### config.mk
export PLATFORM = sky130hd
export DESIGN_NAME = stage_sequencer
export DESIGN_NICKNAME = d
export VERILOG_FILES = /design/src/rtl/stage_sequencer.sv
export SDC_FILE = /design/constraint.sdc
export NUM_CORES = 1
export LEC_CHECK = 0
export BUFFER_PORTS_ARGS = -buffer_cell sky130_fd_sc_hd__buf_2
export CAP_MARGIN = 20
export CORE_ASPECT_RATIO = 2
export CORE_UTILIZATION = 29
export CTS_BUF_LIST = sky130_fd_sc_hd__clkbuf_4 sky130_fd_sc_hd__clkbuf_8
export CTS_CLUSTER_DIAMETER = 60
export DETAILED_ROUTE_END_ITERATION = 6
export GPL_TIMING_DRIVEN = 0
export SLEW_MARGIN = 0
export SYNTH_ARGS = -nofsm -noshare
export SYNTH_HDL_FRONTEND = slang
export SYNTH_SLANG_ARGS = --single-unit
### constraint.sdc
create_clock -name clk -period 2.37 [get_ports clk]
set_clock_uncertainty 0.2 [all_clocks]
set_input_delay 0.474 -clock clk [delete_from_list [all_inputs] [get_ports clk]]
set_output_delay 0.474 -clock clk [all_outputs]
set_load 0.02 [all_outputs]
### src/rtl/stage_sequencer.sv
// stage_sequencer: sequences one instruction at a time through
// fetch -> decode -> exec -> [mem] -> write, with a per-stage done timeout.
// Latency: 2 cycles per stage when done follows enable by one cycle
// (10 cycles/instruction with mem, 8 without).
// Backpressure: each stage holds until its done strobe. A stage that gets
// no done within TIMEOUT_CYCLES cycles traps to ERROR, which only rst clears.
// Ports:
//   clk, rst              clock, synchronous active-high reset
//   run                   level request to keep executing instructions
//   halt_req              one-cycle pulse: stop after the current instruction retires
//   *_done                stage completion strobes
//   mem_skip              exec-stage flag: instruction has no memory access
//   *_enable              one-cycle start pulse in the first cycle of each stage
//   stage                 IDLE=0 FETCH=1 DECODE=2 EXEC=3 MEM=4 WRITE=5 ERROR=7
//   busy, error           activity / terminal error status
//   err_stage             stage code that timed out
//   retired               completed-instruction count (wraps)
module stage_sequencer #(
  parameter int unsigned TIMEOUT_CYCLES = 1024,  // legal range 2..65535
  parameter int unsigned CNT_W          = 32
) (
  input  logic             clk,
  input  logic             rst,
  input  logic             run,
  input  logic             halt_req,
  input  logic             fetch_done,
  input  logic             decode_done,
  input  logic             exec_done,
  input  logic             mem_done,
  input  logic             write_done,
  input  logic             mem_skip,
  output logic             fetch_enable,
  output logic             decode_enable,
  output logic             exec_enable,
  output logic             mem_enable,
  output logic             write_enable,
  output logic [2:0]       stage,
  output logic             busy,
  output logic             error,
  output logic [2:0]       err_stage,
  output logic [CNT_W-1:0] retired
);

  typedef enum logic [2:0] {
    S_IDLE   = 3'd0,
    S_FETCH  = 3'd1,
    S_DECODE = 3'd2,
    S_EXEC   = 3'd3,
    S_MEM    = 3'd4,
    S_WRITE  = 3'd5,
    S_ERROR  = 3'd7
  } state_t;

  // 16 bits covers the largest legal TIMEOUT_CYCLES.
  localparam logic [15:0] WAIT_LAST = 16'(TIMEOUT_CYCLES - 1);

  state_t           state_q;
  state_t           state_d;
  logic [15:0]      wait_q;
  logic             halt_q;
  logic [4:0]       en_q;      // [0]=fetch .. [4]=write, high in first cycle of state
  logic [4:0]       en_d;
  logic [2:0]       err_q;
  logic [CNT_W-1:0] ret_q;
  logic             stage_done;
  logic             done_hit;
  logic             timeout;
  logic             entering;

  // ---------------------------------------------------------------- state register
  always_ff @(posedge clk) begin
    if (rst) begin
      state_q <= S_IDLE;
    end else begin
      state_q <= state_d;
    end
  end

  // ---------------------------------------------------------------- next state
  always_comb begin
    stage_done = 1'b0;
    state_d    = state_q;
    case (state_q)
      S_FETCH:  stage_done = fetch_done;
      S_DECODE: stage_done = decode_done;
      S_EXEC:   stage_done = exec_done;
      S_MEM:    stage_done = mem_done;
      S_WRITE:  stage_done = write_done;
      default:  stage_done = 1'b0;
    endcase
    // A done seen in the enable cycle cannot be a response to this enable.
    done_hit = stage_done && !(|en_q);
    timeout  = (wait_q == WAIT_LAST);

    // Done is tested before timeout so a done in the last allowed cycle wins.
    case (state_q)
      S_IDLE:   if (run) state_d = S_FETCH;
      S_FETCH:  if (done_hit) state_d = S_DECODE;
                else if (timeout) state_d = S_ERROR;
      S_DECODE: if (done_hit) state_d = S_EXEC;
                else if (timeout) state_d = S_ERROR;
      S_EXEC:   if (done_hit) state_d = mem_skip ? S_WRITE : S_MEM;
                else if (timeout) state_d = S_ERROR;
      S_MEM:    if (done_hit) state_d = S_WRITE;
                else if (timeout) state_d = S_ERROR;
      S_WRITE:  if (done_hit) state_d = (halt_q || halt_req || !run) ? S_IDLE : S_FETCH;
                else if (timeout) state_d = S_ERROR;
      S_ERROR:  state_d = S_ERROR;
      default:  state_d = S_IDLE;
    endcase

    // Every legal transition changes state, so a change marks a state entry.
    entering = (state_d != state_q);
    en_d[0]  = entering && (state_d == S_FETCH);
    en_d[1]  = entering && (state_d == S_DECODE);
    en_d[2]  = entering && (state_d == S_EXEC);
    en_d[3]  = entering && (state_d == S_MEM);
    en_d[4]  = entering && (state_d == S_WRITE);
  end

  // ---------------------------------------------------------------- datapath registers
  always_ff @(posedge clk) begin
    if (rst) begin
      wait_q <= '0;
      halt_q <= 1'b0;
      en_q   <= '0;
      err_q  <= '0;
      ret_q  <= '0;
    end else begin
      en_q <= en_d;

      if (entering) begin
        wait_q <= '0;
      end else if (state_q inside {S_FETCH, S_DECODE, S_EXEC, S_MEM, S_WRITE}) begin
        wait_q <= wait_q + 16'd1;
      end

      if (state_d == S_IDLE) begin
        halt_q <= 1'b0;
      end else if (state_q != S_IDLE && halt_req) begin
        halt_q <= 1'b1;
      end

      if (state_q != S_ERROR && state_d == S_ERROR) begin
        err_q <= state_q;
      end

      if (state_q == S_WRITE && done_hit) begin
        ret_q <= ret_q + 1'b1;
      end
    end
  end

  // ---------------------------------------------------------------- outputs
  always_comb begin
    fetch_enable  = en_q[0];
    decode_enable = en_q[1];
    exec_enable   = en_q[2];
    mem_enable    = en_q[3];
    write_enable  = en_q[4];
    stage         = state_q;
    busy          = state_q inside {S_FETCH, S_DECODE, S_EXEC, S_MEM, S_WRITE};
    error         = (state_q == S_ERROR);
    err_stage     = err_q;
    retired       = ret_q;
  end

endmodule
* Yosys cells after proc, flatten, opt, wreduce, memory -nomap -nowiden *
Cells that the tools add are included.

word-level totals
  register bits after elaboration = 60
  bits in latches = 0
  bits in writable memories = 0
  memories = 0
  output and inout port bits = 45
  memory bits (read-only) = 0

operators by class
  add/sub/neg operators = 2
  multiplexer cells = 11
  reductions and logical operators = 20
  div/mod/pow operators = 0
  shift-type cells = 0
  $mul = 0
  bitwise logic cells = 0
  magnitude comparators = 0
  eq/ne operators = 15

operators with widths
  cell                   number
  $add 32x1->32 const B  1
  $mux 3                 7
  $pmux 3 s7             1
  $eq 3x3->1 const B     6
  $add 16x1->16 const B  1
  $eq 16x10->1 const B   1
  $eq 3x2->1 const B     4
  $logic_and 1x1->1      9
  $eq 3x1->1 const B     2
  $logic_not 3->1        2
  $pmux 1 s5             1
  $reduce_bool 5->1      1
  $reduce_or 5->1        1
  $reduce_or 2->1        2
  $ne 3x3->1             1
  $ne 3x3->1 const B     1
  $reduce_bool 3->1      1
  $logic_not 1->1        2
  $logic_or 1x1->1       2
  $mux 1                 2

* Logic depth before layout (Yosys ltp) *
  depth after elaboration = 7
  gate-level depth with buffers = 10
  gate-level depth less buffers = 8

* Least setup slack after synthesis *
OpenSTA, ideal clock, no wires.

  path kind = register to register
  start = register state_q[0], in the netlist stage[0]
  end = register wait_q[7]
  period minus slack after synthesis = 2.769 ns
  path buffers = 2
  arrival time = 2.491 ns
  slack = -0.399 ns
  setup time = 0.078 ns
  cell stages (with the launch flop) = 10
  cells stage by stage = dfxtp_1 > clkbuf_1 > nor3_1 > a21oi_1 > and4_1 > clkbuf_1 > and3_1 > nand3_1 > xor2_1 > nor3_1

on the way
  elaborated cells between the ends (all ways) = 20

RTL lines
  element                                   RTL line  source
  start: declaration                        57        state_t state_q;
  start signal: assignment                  75        state_q <= state_d;
  $eq 3x1->1, or another cell as far along  n/a
  $reduce_bool 5->1 *                       n/a
  named net busy                            38        output logic busy,
  end signal: assignment                    135       wait_q <= wait_q + 16'd1;
  end: declaration                          59        logic [15:0] wait_q;

The timed path passes the listed nets; every way through them passes the cells marked *.
A chain may end at the register's enable or synchronous reset.

* Final worst setup path *
  start = register en_q[0]
  end = register ret_q[29], in the netlist retired[29]

on the way
  longest elaborated chain between the ends = 4

ends and longest elaborated chain
  element                   RTL line  source
  start: declaration        61        logic [4:0] en_q;
  start signal: assignment  130       en_q <= en_d;
  $reduce_or 5->1           92        done_hit = stage_done && !(|en_q);
  $logic_not 1->1           92
  $logic_and 1x1->1         92
  $logic_and 1x1->1         148       if (state_q == S_WRITE && done_hit) begin
  end signal: assignment    149       ret_q <= ret_q + 1'b1;
  end: declaration          64        logic [CNT_W-1:0] ret_q;

Every way passes these cells.

==> metrics.log <==
INFO  metric io_pins = 55
INFO  metric synth_top_family_by_area = simple AND/OR/NAND/NOR gates
INFO  metric drv_cap = 0
INFO  metric synth-seq-cells = 60
INFO  metric grt_first_pass_wirelength = 13.0 mm
INFO  metric gr-total-overflow = 0
INFO  metric highest_fanout_seen_on_the_critical_path = 5
INFO  metric wl_per_cell = 14.9 um
INFO  metric synth.area.top_cells = dfxtp_1 (41%), xor2_1 (9.3%), nor2_1 (4.9%), nand4_1 (4.7%), and3_1 (3.4%)
INFO  metric run_status = finished with violations
INFO  metric ys_dominant_reg_cell = dfxtp_1
INFO  metric critical-path-top-delay-family = simple AND/OR/NAND/NOR gates
INFO  metric initial_core_util = 30.0%
INFO  metric dp_worst_setup_slack = -0.703 ns
INFO  metric ir_worst_vdd = 0.284 mV
INFO  metric timing.reg2reg.worst_path_depth = 8
INFO  metric numPortBuffers = 54
INFO  metric largest_net_degree_at_the_start_of_global_routing = 11
INFO  metric synth_compound_area_share = 9.13%
INFO  metric synth_xor_area_share = 11.9%
INFO  metric core_region_area = 9760 um^2
INFO  metric finish.instance_area = 4080 um^2
INFO  metric final-instance-count-excl-fill = 566
INFO  metric final_net_count = 441
INFO  metric type_of_destination_of_the_critical_path = flip-flop
INFO  metric yosys.area.top_type = dfxtp_1
INFO  metric setup_repair_after_global_routing_missed_its_margin = true
INFO  metric layout_min_cycle_time = 2.62 ns
INFO  metric drt-total-wl = 8.45 mm
INFO  metric dieWidth = 73.1 um
INFO  metric power_leakage = 1.66 nW
INFO  metric worstSetupEndpoint = retired[29]
INFO  metric antenna_found_initial = 0
INFO  metric final_layout_size_suffix_gt1_share = 37.6%
INFO  metric max_stage_delay = 0.58 ns
INFO  metric timing.final.hold_violations = 0
INFO  metric cp_cell_sequence = or4_4, nor4b_4, buf_4, and4_4, and2_4, nand4_1, or3_1, a21oi_1
INFO  metric post_synth_and_or_nand_nor_area_fraction = 32.1%
INFO  metric setup_viol_count_final = 47
INFO  metric insertedDiodeCount = 0
INFO  metric syn-mean-instance-area = 8.48 um^2
INFO  metric worst-slew-pin-transition = 0.849 ns
INFO  metric critical_path_cell_count = 8
INFO  metric std_cell_rows = 51
INFO  metric p_per_area = 522 nW/um^2
INFO  metric worstReg2RegStart = en_q[0]
INFO  metric clock_tree.buffer_depth = 2
INFO  metric grt_use_total = 16.1%
INFO  metric cp_num_buf_inv = 1
INFO  metric finalCoreUtilization = 41.8%
INFO  metric htree_levels = 3
INFO  metric synth_seq_area_share = 41.0%
INFO  metric drt_iter0_markers = 99
INFO  metric post_synth_cell_types = 44
INFO  metric num_vias = 2839
INFO  metric placedCellCount = 532
INFO  metric violations_in_the_final_reports = setup timing
INFO  metric crit_type = reg -> reg
INFO  metric place_area = 3390 um^2
INFO  metric clk_latency = 0.34 ns
INFO  metric final_min_period_over_clock_period = 111%
INFO  metric clock-root-buffer = clkbuf_8
INFO  metric number_of_enable_flip_flop_cells_after_synthesis = 0
INFO  metric remaining_drc_errors = 0
INFO  metric cts-hold-fix-buffers = 0
INFO  metric layout_common_cells = buf_2 (57), dfxtp_1 (56), nor2_1 (37), xor2_1 (31), nand4_1 (22)
INFO  metric synth.area.mux_share = 1.37%
INFO  metric critical_path_required = 2.44 ns
INFO  metric clock_sink_total = 60
INFO  metric ant_nets = 0
INFO  metric worstSetupStartpoint = en_q[0]
INFO  metric slew_headroom = 43.4%
INFO  metric drt-vias-per-instance = 5.02
INFO  metric firstDrtPassIters = 4
INFO  metric area_growth = 39.1%
INFO  metric critPathSlowestCell = or4_4
INFO  metric layout.cells.most_common = buf_2
INFO  metric achievable-frequency = 381 MHz
INFO  metric fp.dieH = 144 um
INFO  metric maxSlewViolCount = 0
INFO  metric timing.hold.ws = 0.233 ns
INFO  metric timing.final.ws_setup = -0.252 ns
INFO  metric yosysWarnings = 0
INFO  metric gp_congestion = 0.861
INFO  metric async_reset_ff_share = 0%
INFO  metric netlist.area_leader.share = 41.0%
INFO  metric worstPathArrival = 2.70 ns
INFO  metric mappedNetlistArea = 2930 um^2
INFO  metric cts_made_buffers = 9
INFO  metric hold_path.class = in -> reg
INFO  metric syn-num-nets = 358
INFO  metric cts.clk_slew.worst_paths = 0.07 ns
INFO  metric post_synth_fa_ha_maj_area_fraction = 0.853%
INFO  metric vias_in_the_first_global_route = 2743
INFO  metric floorplan.die_area = 10500 um^2
INFO  metric detailedPlacementHpwl = 5.98 mm
INFO  metric cts_tree = yes
INFO  metric worst_setup_path_start_kind = flip-flop
INFO  metric postSynthCellCount = 346
INFO  metric regToRegEndpoint = retired[29]
INFO  metric worst-r2r-setup-slack = -0.25 ns
[layout make-up]
cell class,instances,area [um^2]
inverter,3,11.3
multi-input combinational,262,1910
buffer,15,81.3
clock inverter,4,48.8
sequential,60,1210
clock buffer,12,153
timing repair buffer,78,502
fill,978,5680
tap,132,165
[cells in the mapped netlist, drive strengths merged (7+ instances only)]
| master | n |
|---|---|
| nor2 | 39 |
| nand2 | 23 |
| and4 | 7 |
| nand3 | 15 |
| and3 | 16 |
| o21ai | 12 |
| nor2b | 8 |
| xnor2 | 9 |
| dfxtp | 60 |
| nand4 | 22 |
| xor2 | 31 |
| clkbuf | 18 |
| a21oi | 14 |
| or3 | 8 |
| nor3 | 19 |
[through the flow]
step / total power [mW] / TNS [ns]
floorplan: 1.11 / -6.48
detailed placement: 1.16 / -20.97
global route: 2.22 / -10.69
global placement: 1.16 / -20.30
finish: 2.13 / -6.36
CTS: 2.11 / -10.22
[worst reg2reg max path, stage by stage (launching register included)]
cell and delay [ns]:
dfxtp_2 0.32, or4_4 0.58, nor4b_4 0.29, buf_4 0.17, and4_4 0.22, and2_4 0.18
nand4_1 0.12, or3_1 0.36, a21oi_1 0.12
[cell families (layout without fill, tap and decap cells)]
| group | count (synthesis) | in the layout |
|---|---|---|
| adders and majority gates | 2 | 2 |
| buffers and inverters | 24 | 112 |
| DFF | 60 | 60 |
| xor gates and xnor gates | 40 | 40 |
| and+or+nand+nor | 173 | 173 |
| AOI/OAI and AO/OA | 43 | 43 |
| muxes | 4 | 4 |
[flip-flops by register name, summed over array words and instances (netlist names)]
name       count
retired       32
wait_q        16
en_q           5
err_stage      3
stage          3
halt_q         1
[how the worst min path moves through the flow]
stage                      start      endpoint  slack, ns  depth (start not counted)
finish                       rst      stage[0]       0.23                          2
global route                 rst      stage[0]       0.26                          2
CTS                          rst      stage[0]       0.21                          2
detailed placement  err_stage[2]  err_stage[2]       0.27                          2
global placement    err_stage[0]  err_stage[0]       0.27                          2
floorplan                 halt_q        halt_q       0.29                          2
[report_power, final]
group | internal (mW) | switching (mW)
Sequential | 1.01 | 0.00328
Clock | 0.536 | 0.404
Combinational | 0.0700 | 0.105
[repair_timing]
item                                    in CTS  in global routing
pin swaps                                   11                 25
endpoints found under the hold margin        0                  0
setup buffers                               20                  3
endpoints found under the setup margin      55                 54
gates resized for setup                     27                 63
gates cloned                                 0                  2
[routing by layer]
layer  part of all wire [%]  track usage (%)
met5                      0                0
met4                    2.4             7.84
met3                    3.8             3.55
met2                     58             31.8
met1                     36             14.7
(Power assumes the default switching activity.)
